$ cat src/rtl/vga_timing_decoder.sv
// Sync-only VGA receiver: recovers pixel coordinates from the hsync/vsync pair, qualifies them
// with a lock state machine and flags line and frame timing errors.
module vga_timing_decoder #(
  parameter int unsigned H_VISIBLE    = 640,
  parameter int unsigned H_SYNC_START = 656,
  parameter int unsigned H_TOTAL      = 800,
  parameter int unsigned V_VISIBLE    = 480,
  parameter int unsigned V_SYNC_START = 490,
  parameter int unsigned V_TOTAL      = 525,
  parameter int unsigned LOCK_FRAMES  = 2
) (
  input  logic        clk_div,
  input  logic        reset,
  input  logic        hsync,
  input  logic        vsync,
  output logic [15:0] pixel_x,
  output logic [15:0] pixel_y,
  output logic        active,
  output logic        frame_start,
  output logic        locked,
  output logic        h_error,
  output logic        v_error,
  output logic [7:0]  error_count
);
  localparam logic [15:0] HVis       = 16'(H_VISIBLE);
  localparam logic [15:0] HSync      = 16'(H_SYNC_START);
  localparam logic [15:0] HPre       = 16'(H_SYNC_START - 1);
  localparam logic [15:0] HLast      = 16'(H_TOTAL - 1);
  localparam logic [15:0] VVis       = 16'(V_VISIBLE);
  localparam logic [15:0] VSync      = 16'(V_SYNC_START);
  localparam logic [15:0] VLast      = 16'(V_TOTAL - 1);
  localparam logic [15:0] WdLast     = 16'(2 * H_TOTAL - 1);
  localparam logic [15:0] WdLimit    = 16'(2 * H_TOTAL);
  localparam logic [7:0]  LockFrames = 8'(LOCK_FRAMES);

  typedef enum logic [1:0] {StUnlocked, StAcquire, StLocked} state_e;

  state_e      r_state, w_state_d;
  logic        r_hs_q, r_vs_q, r_h_synced, r_v_synced;
  logic [15:0] r_x, r_y, r_wd;
  logic [7:0]  r_good, r_err_cnt;
  logic        r_active, r_frame_start, r_h_error, r_v_error;

  logic        w_hs_fall, w_vs_fall, w_x_wrap, w_wd_expire;
  logic        w_h_err, w_v_err, w_err, w_h_synced_d, w_v_synced_d;
  logic [15:0] w_x_d, w_y_nat, w_y_d, w_wd_d;
  logic [7:0]  w_good_d, w_cnt_d;

  always_comb begin
    w_hs_fall = r_hs_q & ~hsync;
    w_vs_fall = r_vs_q & ~vsync;
    w_x_wrap  = ~w_hs_fall & (r_x == HLast);
    w_x_d     = w_hs_fall ? HSync : (w_x_wrap ? 16'd0 : r_x + 16'd1);
    w_y_nat   = r_y;
    if (w_x_wrap) w_y_nat = (r_y == VLast) ? 16'd0 : r_y + 16'd1;
    // vsync alignment overrides the line increment; the check uses the value it replaced
    w_y_d       = w_vs_fall ? VSync : w_y_nat;
    w_wd_expire = ~w_hs_fall & (r_wd == WdLast);
    w_wd_d      = w_hs_fall ? 16'd0 : ((r_wd == WdLimit) ? r_wd : r_wd + 16'd1);
    w_h_err     = (w_hs_fall & r_h_synced & (r_x != HPre)) | w_wd_expire;
    w_v_err     = w_vs_fall & r_v_synced & (w_y_nat != VSync);
    w_err       = w_h_err | w_v_err;
    // first edge after reset or loss of sync realigns silently
    w_h_synced_d = ~w_wd_expire & (r_h_synced | w_hs_fall);
    w_v_synced_d = ~w_wd_expire & (r_v_synced | w_vs_fall);
  end

  always_comb begin
    w_state_d = r_state;
    w_good_d  = r_good;
    if (w_wd_expire) begin
      w_state_d = StUnlocked;
      w_good_d  = 8'd0;
    end else begin
      unique case (r_state)
        StUnlocked: begin
          if (w_vs_fall) begin
            w_state_d = StAcquire;
            w_good_d  = 8'd0;
          end
        end
        StAcquire: begin
          if (w_err) begin
            w_good_d = 8'd0;
          end else if (w_vs_fall) begin
            if (r_good + 8'd1 >= LockFrames) begin
              w_state_d = StLocked;
              w_good_d  = 8'd0;
            end else begin
              w_good_d = r_good + 8'd1;
            end
          end
        end
        StLocked: begin
          if (w_err) begin
            w_state_d = StAcquire;
            w_good_d  = 8'd0;
          end
        end
        default: begin
          w_state_d = StUnlocked;
          w_good_d  = 8'd0;
        end
      endcase
    end
    w_cnt_d = r_err_cnt;
    if ((r_state == StLocked) && w_err && (r_err_cnt != 8'hFF)) w_cnt_d = r_err_cnt + 8'd1;
  end

  always_ff @(posedge clk_div) begin
    if (reset) begin
      r_state       <= StUnlocked;
      r_hs_q        <= 1'b1;
      r_vs_q        <= 1'b1;
      r_h_synced    <= 1'b0;
      r_v_synced    <= 1'b0;
      r_x           <= 16'd0;
      r_y           <= 16'd0;
      r_wd          <= 16'd0;
      r_good        <= 8'd0;
      r_err_cnt     <= 8'd0;
      r_active      <= 1'b0;
      r_frame_start <= 1'b0;
      r_h_error     <= 1'b0;
      r_v_error     <= 1'b0;
    end else begin
      r_state       <= w_state_d;
      r_hs_q        <= hsync;
      r_vs_q        <= vsync;
      r_h_synced    <= w_h_synced_d;
      r_v_synced    <= w_v_synced_d;
      r_x           <= w_x_d;
      r_y           <= w_y_d;
      r_wd          <= w_wd_d;
      r_good        <= w_good_d;
      r_err_cnt     <= w_cnt_d;
      r_active      <= (w_state_d == StLocked) & (w_x_d < HVis) & (w_y_d < VVis);
      r_frame_start <= (w_state_d == StLocked) & (w_x_d == 16'd0) & (w_y_d == 16'd0);
      r_h_error     <= w_h_err;
      r_v_error     <= w_v_err;
    end
  end

  assign pixel_x     = r_x;
  assign pixel_y     = r_y;
  assign active      = r_active;
  assign frame_start = r_frame_start;
  assign locked      = (r_state == StLocked);
  assign h_error     = r_h_error;
  assign v_error     = r_v_error;
  assign error_count = r_err_cnt;

endmodule
$ cat config.mk
export PLATFORM = sky130hd
export DESIGN_NAME = vga_timing_decoder
export DESIGN_NICKNAME = d
export VERILOG_FILES = /design/src/rtl/vga_timing_decoder.sv
export SDC_FILE = /design/constraint.sdc
export NUM_CORES = 1
export LEC_CHECK = 0
export CORE_MARGIN = 2
export CORE_UTILIZATION = 45
export CTS_BUF_LIST = sky130_fd_sc_hd__clkbuf_8 sky130_fd_sc_hd__clkbuf_16
export DETAILED_ROUTE_END_ITERATION = 16
export HOLD_SLACK_MARGIN = 0.15
export PLACE_DENSITY_LB_ADDON = 0.15
export REMOVE_ABC_BUFFERS = 1
export SLEW_MARGIN = 30
export SYNTH_ARGS = -nofsm -noshare
export SYNTH_HDL_FRONTEND = slang
export SYNTH_SLANG_ARGS = --single-unit
$ cat constraint.sdc
create_clock -name clk_div -period 4.3 [get_ports clk_div]
set_input_delay 0.645 -clock clk_div [delete_from_list [all_inputs] [get_ports clk_div]]
set_output_delay 0.645 -clock clk_div [all_outputs]
set_load 0.005 [all_outputs]
* After elaboration in Yosys (flattened, before gate mapping)
Cells that the tools add are included.
Word-level totals: flip-flop bits (word level) 74, latch bits 0, RAM bits 0, ROM bits 0, input port bits 4, output and inout port bits 45, logic and storage cells 83, memories 0
Cells by class: $add $sub $neg 5, multiply operators 0, divide/modulo/power cells 0, magnitude comparators 3, equality and inequality tests 13, shift-type cells 0, mux-type cells 18, bitwise gates (word level) 22, reduce and logical (&&, ||, !) cells 8
Operators by type and width (count):
- two-way mux 16 bit | 5
- adder 16 x 1 -> 16 bit (second input constant) | 3
- two-way mux 8 bit | 5
- equality test 16 x 10 -> 1 bit (second input constant) | 2
- equality test 16 x 11 -> 1 bit (second input constant) | 2
- zero test 16 bit | 2
- case mux 8 bit (3 select lines) | 1
- adder 8 x 1 -> 8 bit (second input constant) | 2
- < comparator 16 x 10 -> 1 bit (second input constant) | 1
- < comparator 16 x 9 -> 1 bit (second input constant) | 1
- != test 16 x 10 -> 1 bit (second input constant) | 1
- != test 16 x 9 -> 1 bit (second input constant) | 1
- bitwise AND 1 bit | 14
- two-way mux 2 bit | 6
- >= comparator 8 x 2 -> 1 bit (second input constant) | 1
- != test 8 bit (second input constant) | 1
- case mux 2 bit (3 select lines) | 1
- equality test 2 bit (second input constant) | 2
- NOT 1 bit | 4
- OR 1 bit | 4
- OR reduction 2 bit | 2
- != test 3 bit (second input constant) | 1
- AND reduction 3 bit | 1
- equality test 2 x 1 -> 1 bit (second input constant) | 1
- 4 further kinds | 5

* Logic depth before layout (Yosys ltp)
Gate-level depths: netlist of the first run.
word-level depth 14, mapped depth 13

* Worst setup path before layout of the first run
OpenSTA, ideal clock, no wires.
path type flip-flop to flip-flop, start register r_x[0], in the netlist pixel_x[0], end register r_frame_start, in the netlist frame_start, data arrival time 3275 ps, required time 4200 ps, setup slack 925 ps, cell stages (with the launch flop) 12, path buffers 1, clock period less this slack 3375 ps, cell sequence dfxtp_1 -> ha_1 -> and4_1 -> buf_4 -> nand4_1 -> nor3_1 -> xnor2_1 -> or3b_4 -> nor4b_4 -> o21bai_2 -> or4_4 -> a2111oi_4
On the way: longest elaborated chain between the ends 12, elaborated cells between the ends (all ways) 22
RTL lines:
- start, declared | line 40 | logic [15:0] r_x, r_y, r_wd;
- start signal, assigned | line 132 | r_x <= w_x_d;
- equality test 16 x 10 -> 1 bit | line 52 | w_x_wrap = ~w_hs_fall & (r_x == HLast);
- bitwise AND 1 bit | line 52
- two-way mux 16 bit | line 55 | if (w_x_wrap) w_y_nat = (r_y == VLast) ? 16'd0 : r_y + 16'd1;
- != test 16 x 9 -> 1 bit | line 61 | w_v_err = w_vs_fall & r_v_synced & (w_y_nat != VSync);
- bitwise AND 1 bit | line 61
- OR 1 bit | line 62 | w_err = w_h_err | w_v_err;
- two-way mux 2 bit, on equally long branches | line 95, 83
- case mux 2 bit (3 select lines) | line 75 | unique case (r_state)
- two-way mux 2 bit | line 71 | if (w_wd_expire) begin
- equality test 2 bit | line 138 | r_frame_start <= (w_state_d == StLocked) & (w_x_d == 16'd0) & (w_y_d == 16'd0);
- bitwise AND 1 bit | line 138
- bitwise AND 1 bit * | line 138
- end signal, assigned | line 138
- end, declared | line 42 | logic r_active, r_frame_start, r_h_error, r_v_error;
Mark *: on every way between the ends. The rest lies on a longest branch, timed or not. A chain may end at the register's enable or synchronous reset.

* Worst setup path after layout of the first run
Ends and elaborated chain as after synthesis.

==> reports/results.ini, run 1 <==
[clocking]
cts_buffers = 9
clock_path_buffers = 2
cts.clk_slew.worst_paths_ns = 0.08
cts_setup_buffers = 0
cts_tree = yes
ctsHoldBuffers = 0
clock_sinks = 74
ctsResizeCount = 0
cts_root_buffer = clkbuf_8
htree_levels = 3
clock_latency_ns = 0.35

[finish]
antenna-diode-count = 0
n_fill_cell = 832
synthToLayoutAreaGrowth_pct = 18.08
nets = 549
drive_gt1_frac = 0.08118

[floorplan]
fp.dieW_um = 99.33
ios = 49
die_h_um = 99.33
core_area_um2 = 8763
start_util = 0.4666
dieArea_um2 = 9865
rows = 34

[route]
wirelength_um = 9985
drc = 0
drt_first_iter_violations = 145
via_per_inst = 5.672
post_drt_wl_per_cell_um = 15.36
drt_pass1_iterations = 4
vias = 3687
antenna_left = 0

[timing]
period_minus_slack_ns = 3.941
period_share = 0.9165
rsz0062_at_grt = false
fin_worst_skew_ns = 0.01093
slew_headroom = 0.5802
setup_viol = 0
fmax_ghz = 0.2537
tns_ns = 0
worst_pin_slew_ns = 0.6273
slew_violations = 0
hold_violations = 0

[yosys]
synthCells = 496
ys_warn_count = 0
synth_area_leaders = dfxtp_1 (36%), nor2_1 (6.4%), xnor2_1 (4.1%)
yosysSeqAreaShare = 0.3623
ys_types = 60
synth_edf_count = 0
synth-seq-cells = 74
synth_adder_area_share = 0.02448
synth_compound_area_frac = 0.1255
synth_top_area_frac = 0.3623
ys_async_sr_fraction = 0
synth_top_family_by_area = simple AND/OR/NAND/NOR gates
muxShareOfSynthArea = 0.02111
postSynthAreaPerCell_um2 = 8.244
synthXorXnorAreaFrac = 0.07925
ys.flop_type = dfxtp_1
synth-simple-area-share = 0.3397
syn-cell-area_um2 = 4089
yosysTopAreaCell = dfxtp_1

[worst_setup_path]
worstPathRequired_ns = 4.56
critPathCaptureType = register
worst-path-max-fanout = 8
arrival_ns = 4.20
worstSetupPathType = register to register
start_kind = register

[power_and_ir_drop]
p_leak_nw = 1.677
vdd_drop_max_mv = 0.2293
power_density_nw_per_um2 = 282.1
total_power_mw = 1.362

[outcome]
outcome = completed

[placed_design]
globalplace.congestion = 0.9150
place_hpwl_um = 7212
io_buffers = 48

[global_route]
grt-ovfl-total = 0
grt.total_usage = 0.2068
antenna_found_initial = 0
grt_pass1_wl_um = 16660
grt_max_degree = 20
grt_pass1_vias = 3434

[run]
cap_violations = 0

[worst_hold_path]
min_path_type = register to register

cell type report:
| class | count | area, µm² | area share |
|---|---|---|---|
| Clock buffer | 9 | 123.9 | 0.02565 |
| Clock inverter | 7 | 71.32 | 0.01477 |
| Inverter | 19 | 71.32 | 0.01477 |
| Multi-Input combinational cell | 378 | 2412 | 0.4996 |
| Sequential cell | 74 | 1481 | 0.3068 |
| Tap cell | 108 | 135.1 | 0.02799 |
| Timing Repair Buffer | 55 | 533.0 | 0.1104 |
through the flow:
stage	instances	hold slack, ns	area [µm²]	util	worst slack, ns
6_report	650	0.4673	4828	0.5510	0.3590
2_1_floorplan	471	0.4302	3965	-	0.8614
4_1_cts	650	0.4644	4828	0.5510	0.3845
5_1_grt	650	0.5054	4828	0.5510	0.08382
3_3_place_gp	634	0.4419	4633	0.5287	0.3354
3_5_place_dp	634	0.4506	4633	0.5287	0.1900
worst max-delay path, cell delays in order (launching register included):
cell and delay, ns:
dfxtp_1 0.41, ha_1 0.29, and4_1 0.44, nand4_2 0.27, nor2_1 0.57, a32oi_1 0.22
a211oi_2 0.33, nor4b_4 0.35, o21bai_2 0.10, or4_4 0.55, a2111oi_4 0.32
path summary, 6_finish.rpt:
| path | slack, ns | cells after the start | end | startpoint |
|---|---|---|---|---|
| worst max register to register | 0.36 | 10 | frame_start | pixel_x[0] |
| worst max-delay path | 0.36 | 10 | frame_start | pixel_x[0] |
| worst min-delay path | 0.47 | 2 | r_good[3] | r_good[3] |
| worst min register to register | 0.47 | 2 | r_good[3] | r_good[3] |
flip-flops by register name (all words and copies together), names as in the netlist:
| name | cells |
|---|---|
| pixel_x | 16 |
| v_error | 1 |
| pixel_y | 16 |
| r_good | 8 |
| r_wd | 16 |
| error_count | 8 |
| h_error | 1 |
| active | 1 |
| r_hs_q | 1 |
| frame_start | 1 |
| r_h_synced | 1 |
| r_state | 2 |
| r_vs_q | 1 |
| r_v_synced | 1 |
cells by family (layout without fill, tap and decap cells):
logic type,after synthesis,count (layout)
buf+inv,44,90
xor+xnor,37,37
flops,74,74
fa+ha+maj,8,8
simple gates,251,251
mux,8,8
compound gates,74,74
metal layers:
metal / routed length [µm] / part of all wire / global-route usage / vias to the layer above
li1: - / - / - / 1860
met1: 4649 / 0.47 / 0.2807 / 1719
met2: 4601 / 0.46 / 0.3233 / 92
met5: 0 / 0 / 0 / -
met3: 577 / 0.058 / 0.03935 / 16
met4: 157 / 0.016 / 0.08535 / 0
synth_stat cells (10+ instances only):
| cell type | count |
|---|---|
| nand2_1 | 25 |
| and3_1 | 20 |
| o21ai_0 | 11 |
| inv_1 | 19 |
| clkbuf_1 | 17 |
| dfxtp_1 | 74 |
| nor2_1 | 70 |
| nor3_1 | 15 |
| nand4_1 | 18 |
| nand3_1 | 33 |
| xnor2_1 | 19 |
| a21oi_1 | 26 |
| xor2_1 | 18 |
| nand2b_1 | 10 |
power by group:
group          internal, mW  total [mW]  leakage [nW]  switching (mW)
registers             0.699       0.721         0.601          0.0220
logic                0.0469       0.102         0.980          0.0555
clock network         0.267       0.539        0.0966           0.273
total                  1.01        1.36          1.68           0.350
layout by cell type (no fill, tap or decap), types with 11 or more instances in the layout:
cell,synthesis,final
and3_1,20,20
inv_1,19,20
nand3_1,33,33
nor2_1,70,70
nand2_1,25,25
nor3_1,15,15
o21ai_0,11,11
clkdlybuf4s50_1,0,48
a21oi_1,26,26
xor2_1,18,18
dfxtp_1,74,74
xnor2_1,19,19
nand4_1,18,18
Note: power is estimated with default switching activity, not from simulation.
==> run 2: changes to the inputs <==
--- a/config.mk
+++ b/config.mk
@@ -8,6 +8,8 @@
 export CORE_MARGIN = 2
 export CORE_UTILIZATION = 45
 export CTS_BUF_LIST = sky130_fd_sc_hd__clkbuf_8 sky130_fd_sc_hd__clkbuf_16
+export CTS_CLUSTER_DIAMETER = 30
+export CTS_CLUSTER_SIZE = 20
 export DETAILED_ROUTE_END_ITERATION = 16
 export HOLD_SLACK_MARGIN = 0.15
 export PLACE_DENSITY_LB_ADDON = 0.15
==> results of run 2 <==
No change in the layout: final DEF, timing and power equal those of run 1.
==> run 3: changes to the inputs <==
--- a/config.mk
+++ b/config.mk
@@ -12,7 +12,7 @@
 export CTS_CLUSTER_SIZE = 20
 export DETAILED_ROUTE_END_ITERATION = 16
 export HOLD_SLACK_MARGIN = 0.15
-export PLACE_DENSITY_LB_ADDON = 0.15
+export PLACE_DENSITY = 0.67
 export REMOVE_ABC_BUFFERS = 1
 export SLEW_MARGIN = 30
 export SYNTH_ARGS = -nofsm -noshare
==> reports/results.ini, run 3 (synthesis gave the netlist of run 1 again) <==
[floorplan]
dieArea_um2 = 9865
die_h_um = 99.33
fp.dieW_um = 99.33
start_util = 0.4666
rows = 34
ios = 49
core_area_um2 = 8763

[power_and_ir_drop]
p_leak_nw = 1.697
total_power_mw = 1.423
power_density_nw_per_um2 = 292.8
vdd_drop_max_mv = 0.1717

[timing]
period_share = 0.8734
layout_setup_ws_ns = 0.5446
whs_ns = 0.4618
setup_viol = 0
fin_worst_skew_ns = 0.009326
rsz0062_at_grt = false
slew_headroom = 0.5679
worst_pin_slew_ns = 0.6453
slew_violations = 0
period_minus_slack_ns = 3.755
fmax_ghz = 0.2663
hold_violations = 0
tns_ns = 0

[clocking]
cts_setup_buffers = 0
cts_tree = yes
clock_sinks = 74
ctsResizeCount = 0
cts.clk_slew.worst_paths_ns = 0.09
clock_path_buffers = 2
cts_buffers = 9
ctsHoldBuffers = 0
clock_latency_ns = 0.34
htree_levels = 3
cts_root_buffer = clkbuf_8

[worst_hold_path]
min_path_type = register to register

[worst_setup_path]
start_kind = register
path_buf_inv = 0
worst-path-max-fanout = 7
arrival_ns = 4.00
critPathCaptureType = register
crit_slowest_cell = or4_4
reg2reg_slack_ns = 0.54
crit_chain = ha_1 > and4_1 > nand4_2 > nor3_1 > a22oi_1 > a211oi_2 > nor4b_4 > o21bai_2 > or4_4 > a2111oi_4
worstPathRequired_ns = 4.55
cpPeakStageDelay_ns = 0.56
worstSetupPathType = register to register
cp_top_family = simple AND/OR/NAND/NOR gates

[finish]
instances_no_fill = 651
final_cell_mix = dfxtp_1 (74), nor2_1 (70), clkdlybuf4s50_1 (48)
n_fill_cell = 823
finish.utilization = 0.5544
synthToLayoutAreaGrowth_pct = 18.82
final_common_cell = dfxtp_1
antenna-diode-count = 0
nets = 550
drive_gt1_frac = 0.08287
design_area_um2 = 4858

[global_route]
grt-ovfl-total = 0
grt_pass1_wl_um = 16930
antenna_found_initial = 0
grt.total_usage = 0.2096
grt_max_degree = 18
grt_pass1_vias = 3541

[route]
wirelength_um = 10100
dr_wl_met3_um = 531
drc = 0
drt_pass1_iterations = 5
wl_met1_um = 4748
post_drt_wl_per_cell_um = 15.51
wl_met2_um = 4588
dr.max_layer_used = met4
drt_first_iter_violations = 206
vias = 3774
via_per_inst = 5.797
antenna_left = 0

[placed_design]
post_dp_cell_area_um2 = 4641
place_hpwl_um = 7316
globalplace.congestion = 0.9393
io_buffers = 48
dp.cells = 635
dp_worst_setup_slack_ns = 0.2468

[outcome]
outcome = completed

[run]
cap_violations = 0

==> run 3: cell types whose count changed in the layout (fill, tap and decap cells not counted), sizes merged <==
cell and delta:
bufinv +1, clkinvlp -1, inv +1, buf +1
clkinv -1
==> run 3: worst paths after layout <==
check	startpoint	to	cells past startpoint
worst max register to register	pixel_x[0]	frame_start	10
worst min register to register	r_good[4]	r_good[4]	2
worst max-delay path	pixel_x[0]	frame_start	10
worst min-delay path	r_good[4]	r_good[4]	2
==> run 3: layout make-up <==
type | instances | area [µm²] | share of cell area
multi-input combinational | 378 | 2412 | 0.4965
clock buffer | 9 | 123.9 | 0.02550
clock inverter | 7 | 93.84 | 0.01931
tap | 108 | 135.1 | 0.02781
sequential | 74 | 1481 | 0.3049
inverter | 19 | 71.32 | 0.01468
timing repair buffer | 56 | 540.5 | 0.1113
==> run 3: worst min-delay path, cell delays in order, from the launching register on <==
cell and delay (ns):
dfxtp_1 0.34, inv_1 0.05, nor2_1 0.03
==> run 3: routing by layer <==
metal | vias up | GRT usage
met5 | - | 0
met1 | 1776 | 0.2819
li1 | 1859 | -
met2 | 113 | 0.3342
met4 | 0 | 0.08430
met3 | 26 | 0.03725
==> run 3: power by group <==
part | internal, mW | leakage, nW | switching [mW]
logic | 0.0460 | 0.985 | 0.0553
clock network | 0.327 | 0.111 | 0.274
registers | 0.698 | 0.601 | 0.0220
